[config.mk]
export PLATFORM = sky130hd
export DESIGN_NAME = hpc2_and_arbiter
export DESIGN_NICKNAME = d
export VERILOG_FILES = /design/src/rtl/hpc2_and_arbiter.sv
export SDC_FILE = /design/constraint.sdc
export NUM_CORES = 1
export LEC_CHECK = 0
export CORE_MARGIN = 1
export CORE_UTILIZATION = 26
export CTS_BUF_LIST = sky130_fd_sc_hd__clkbuf_16
export DETAILED_ROUTE_END_ITERATION = 8
export PLACE_DENSITY = 0.81
export RECOVER_POWER = 100
export SLEW_MARGIN = 20
export SYNTH_ARGS = -nofsm -noshare
export SYNTH_HDL_FRONTEND = slang
export SYNTH_SLANG_ARGS = --single-unit
[constraint.sdc]
create_clock -name clk -period 1.3 [get_ports clk]
set_input_delay 0.13 -clock clk [delete_from_list [all_inputs] [get_ports clk]]
set_output_delay 0.13 -clock clk [all_outputs]
set_load 0.02 [all_outputs]
[src/rtl/hpc2_and_arbiter.sv]
// Arbitrates one shared pipelined HPC2 masked AND gadget among NUM_REQ requesters and routes results back by tag.
// Build option: define HPC2_ARB_RR_EN for round-robin arbitration; default is fixed priority (lowest index wins).
module hpc2_and_arbiter #(
  parameter int unsigned NUM_REQ = 2,
  parameter int unsigned SHARES  = 3,
  parameter int unsigned W       = 1,
  parameter int unsigned LAT     = 2,
  localparam int unsigned RW     = SHARES * (SHARES - 1) / 2 * W,
  localparam int unsigned SW     = SHARES * W,
  localparam int unsigned TAG_W  = (NUM_REQ > 1) ? $clog2(NUM_REQ) : 1
) (
  input  logic                  clk,
  input  logic                  rst,
  input  logic [NUM_REQ-1:0]    req_valid,
  output logic [NUM_REQ-1:0]    req_ready,
  input  logic [NUM_REQ*SW-1:0] req_a,
  input  logic [NUM_REQ*SW-1:0] req_b,
  input  logic                  rnd_valid,
  output logic                  rnd_ready,
  input  logic [RW-1:0]         rnd_in,
  output logic [SW-1:0]         g_a,
  output logic [SW-1:0]         g_b,
  output logic [RW-1:0]         g_r,
  output logic                  g_en,
  input  logic [SW-1:0]         g_c,
  output logic                  rsp_valid,
  input  logic                  rsp_ready,
  output logic [TAG_W-1:0]      rsp_tag,
  output logic [SW-1:0]         rsp_c,
  output logic                  busy
);

  logic [LAT-1:0]            vld_q, vld_d;
  logic [LAT-1:0][TAG_W-1:0] tag_q, tag_d;
  logic                      adv;
  logic                      issue;
  logic [TAG_W-1:0]          grant;
  logic [NUM_REQ-1:0]        sel;

`ifdef HPC2_ARB_RR_EN
  logic [TAG_W-1:0] ptr_q, ptr_d;

  // First valid requester at or above the pointer, otherwise wrap to the lowest valid one.
  always_comb begin
    logic found;
    grant = '0;
    found = 1'b0;
    for (int unsigned i = 0; i < NUM_REQ; i++) begin
      if (!found && req_valid[i] && (TAG_W'(i) >= ptr_q)) begin
        grant = TAG_W'(i);
        found = 1'b1;
      end
    end
    for (int unsigned i = 0; i < NUM_REQ; i++) begin
      if (!found && req_valid[i]) begin
        grant = TAG_W'(i);
        found = 1'b1;
      end
    end
  end

  always_comb begin
    ptr_d = ptr_q;
    if (issue) begin
      ptr_d = (grant == TAG_W'(NUM_REQ - 1)) ? '0 : grant + TAG_W'(1);
    end
  end

  always_ff @(posedge clk) begin
    if (rst) begin
      ptr_q <= '0;
    end else begin
      ptr_q <= ptr_d;
    end
  end
`else
  always_comb begin
    logic found;
    grant = '0;
    found = 1'b0;
    for (int unsigned i = 0; i < NUM_REQ; i++) begin
      if (!found && req_valid[i]) begin
        grant = TAG_W'(i);
        found = 1'b1;
      end
    end
  end
`endif

  // The pipeline only advances when its last stage is empty or being drained.
  always_comb begin
    adv   = !rst && (!vld_q[LAT-1] || rsp_ready);
    issue = adv && (|req_valid) && rnd_valid;
    sel   = '0;
    for (int unsigned i = 0; i < NUM_REQ; i++) begin
      sel[i] = issue && (grant == TAG_W'(i));
    end
  end

  // AND-OR select per share index so distinct shares never share a logic cone.
  always_comb begin
    g_a = '0;
    g_b = '0;
    for (int unsigned i = 0; i < NUM_REQ; i++) begin
      for (int unsigned j = 0; j < SHARES; j++) begin
        g_a[j*W +: W] = g_a[j*W +: W] | (req_a[i*SW + j*W +: W] & {W{sel[i]}});
        g_b[j*W +: W] = g_b[j*W +: W] | (req_b[i*SW + j*W +: W] & {W{sel[i]}});
      end
    end
  end

  always_comb begin
    vld_d = vld_q;
    tag_d = tag_q;
    if (adv) begin
      vld_d[0] = issue;
      tag_d[0] = grant;
      for (int unsigned k = 1; k < LAT; k++) begin
        vld_d[k] = vld_q[k-1];
        tag_d[k] = tag_q[k-1];
      end
    end
  end

  always_ff @(posedge clk) begin
    if (rst) begin
      vld_q <= '0;
      tag_q <= '0;
    end else begin
      vld_q <= vld_d;
      tag_q <= tag_d;
    end
  end

  assign req_ready = sel;
  assign rnd_ready = issue;
  assign g_r       = rnd_in & {RW{issue}};
  assign g_en      = adv;
  assign rsp_valid = vld_q[LAT-1] && !rst;
  assign rsp_tag   = tag_q[LAT-1];
  assign rsp_c     = g_c;
  assign busy      = |vld_q;

endmodule

==> reports/qor.yml <==
finish:
  multi_input_area_um2: 228
  drive_gt1_frac: 0.337
  antenna_cells: 0
  fin_nets: 112
  synthToLayoutAreaGrowth_pct: 120
  final_cells: 100
  regArea_um2: 81.3
  fin_area_um2: 756
  nFillCells: 101
power_and_ir_drop:
  total_power_mw: 0.786
  power.density_mw_per_mm2: 1040
  vdd_ir_drop_max_uv: 1290
  p_leak_nw: 0.374
yosys:
  yosysWarningCount: 0
  synth_common_cells: "nor2_1 (11), a22oi_1 (6), buf_4 (4), dfxtp_1 (4), and2_1 (3)"
  netlist_area_um2: 343
  synth-edff-count: 0
  synthesis.instances: 43
  ys_seq_area_frac: 0.234
  yosys.area.top_type: "dfxtp_1"
  synth-seq-cells: 4
  yosysTopAreaCellShare: 0.234
  async_flop_share: 0
  synth_fp_nets: 67
  ys.flop_type: "dfxtp_1"
  synthTopCellsByArea: "dfxtp_1 (23%), a22oi_1 (13%), nor2_1 (12%), buf_4 (8.8%), mux2i_1 (5.8%)"
  synth_area_per_cell_um2: 7.97
  yosysMostFrequentCell: "nor2_1"
  synth.distinct_cells: 17
critical_path:
  crit_family: "flip-flops"
  worst-path-stages: 2
  cp.required_ns: 1.17
  cp_cell_sequence: "or2_2 > clkdlybuf4s15_1"
  cp_num_buf_inv: 1
  timing.rr.start: "vld_q[1]$_SDFFE_PP0N_"
  cp_max_fo: 4
  crit_path_end: "busy"
  end_kind: "output port"
  start_kind: "register"
  ff2ff_path_depth: 4
  critPathSlowestCell: "dfxtp_2"
  crit_type: "register to output port"
  reg2reg_to: "rsp_tag$_SDFFE_PP0N_"
  crit_start: "vld_q[1]$_SDFFE_PP0N_"
  cp_data_arrival_time_ns: 1.11
  cpPeakStageDelay_ns: 0.33
  r2r_slack_ns: 0.23
timing:
  finalSetupViolCount: 0
  fin_setup_tns_ns: 0
  fin_crit_sh: 0.956
  tightest_slew_ns: 0.243
  rsz0062_at_grt: "false"
  postLayoutSetupSlackWorst_ns: 0.0576
  fmax_mhz: 805
  fin_crit_ns: 1.24
  slew_headroom: 0.839
  slew_violations: 0
  hold_viol_final: 0
  finalClockSkew_ns: 0.00168
global_route:
  grt_usage: 0.169
  grt_pass1_wl_um: 1750
  antenna_found_initial: 0
  grt.overflow.total: 0
  grt_max_degree: 9
  grt_pass1_vias: 442
clock_network:
  clockBufferDepth: 2
  clock_sinks: 4
  ctsRootBufferMaster: "clkbuf_16"
  cts_hold_buf: 0
  clk-insertion-delay-late_ns: 0.22
  htreeDepth: 1
  path_clk_slew_ns: 0.03
  numCtsBuffers: 3
  post_cts_buffers: 0
  cts_tree: "built"
detailed_routing:
  avgRoutedWirePerCell_um: 11.3
  first_pass_iters: 2
  vias_per_cell: 4.68
  vias: 468
  wl_um: 1130
  drtIter0Drc: 4
  post-route-drc-count: 0
  ant_nets: 0
placed_design:
  place_ws_ns: -0.536
  dpl_cell_area_um2: 747
  hpwlAfterDp_um: 837
  place.gp.congestion: 0.629
  dp_cells: 97
  port_buffers: 36
job:
  drv_cap: 0
die:
  start_util: 0.293
  core-area_mm2: 0.00117
  ios: 43
  rows: 12
  dieWidth_um: 38.3
  die_h_um: 38.3
  fp.dieArea_mm2: 0.00147
min_path:
  hold_path_class: "primary input to output port"
run_status:
  outcome: "completed"
-- cell families (layout without fill, tap and decap cells) --
kind of cell / after synthesis / after routing / synth area share
AOI/OAI and AO/OA: 8 / 8 / 0.208
buffers and inverters: 6 / 49 / 0.131
DFF: 4 / 4 / 0.234
muxes: 2 / 2 / 0.0584
and+or+nand+nor: 23 / 23 / 0.369
-- what timing repair did --
item	CTS	global route
resized for setup	66	4
gates cloned	0	0
endpoints found under the setup margin	15	8
pin swaps	3	0
-- through the flow --
| step | util | hold slack, ns |
|---|---|---|
| after CTS | 0.672 | 0.260 |
| after global placement | 0.638 | 0.260 |
| final | 0.645 | 0.260 |
| after global routing | 0.645 | 0.260 |
| after floorplan | - | 0.202 |
| after detailed placement | 0.638 | 0.260 |
-- flip-flops by register name, summed over array words and instances (netlist names) --
name	cells
rsp_tag	1
vld_q	2
tag_q	1
-- area by class of cell --
class,instances,share of cell area
inverters,1,0.00497
multi-input cells,33,0.301
well taps,14,0.0232
flip-flops and latches,4,0.108
clock buffers,3,0.0993
repair buffers,45,0.464
-- how the worst min path moves through the flow --
stage	end	slack [ns]	depth (start not counted)	startpoint
floorplan	rsp_tag$_SDFFE_PP0N_	0.20	1	rst
global placement	rsp_c[2]	0.26	0	g_c[2]
detailed placement	rsp_c[2]	0.26	0	g_c[2]
CTS	rsp_c[2]	0.26	0	g_c[2]
global route	rsp_c[2]	0.26	0	g_c[2]
finish	rsp_c[2]	0.26	0	g_c[2]
-- placed cells by master, fill, tap and decap left out --
master,n
a22oi_1,6
a31o_1,1
and2_1,2
and2_4,1
and2b_1,2
and3_1,2
buf_2,2
buf_4,8
clkbuf_1,3
clkbuf_16,3
clkbuf_2,9
clkdlybuf4s15_1,3
clkdlybuf4s50_1,15
dfxtp_1,3
dfxtp_2,1
dlygate4sd2_1,5
inv_1,1
mux2i_1,2
nand2_2,1
nand2b_4,1
nor2_1,11
nor2b_1,1
nor2b_4,1
o211a_4,1
or2_2,1
-- report_power, final --
part / internal, mW / switching, mW
clock: 0.392 / 0.0756
combinational: 0.106 / 0.0776
sequential: 0.130 / 0.00483
-- routing by layer --
metal | routed length, um | share of wire | global-route usage
met1 | 433 | 0.38 | 0.167
met2 | 596 | 0.53 | 0.343
met3 | 103 | 0.091 | 0.0291
met4 | 0 | 0 | 0.0536
met5 | 0 | 0 | 0
No activity file was read; power rests on OpenSTA's default activity.
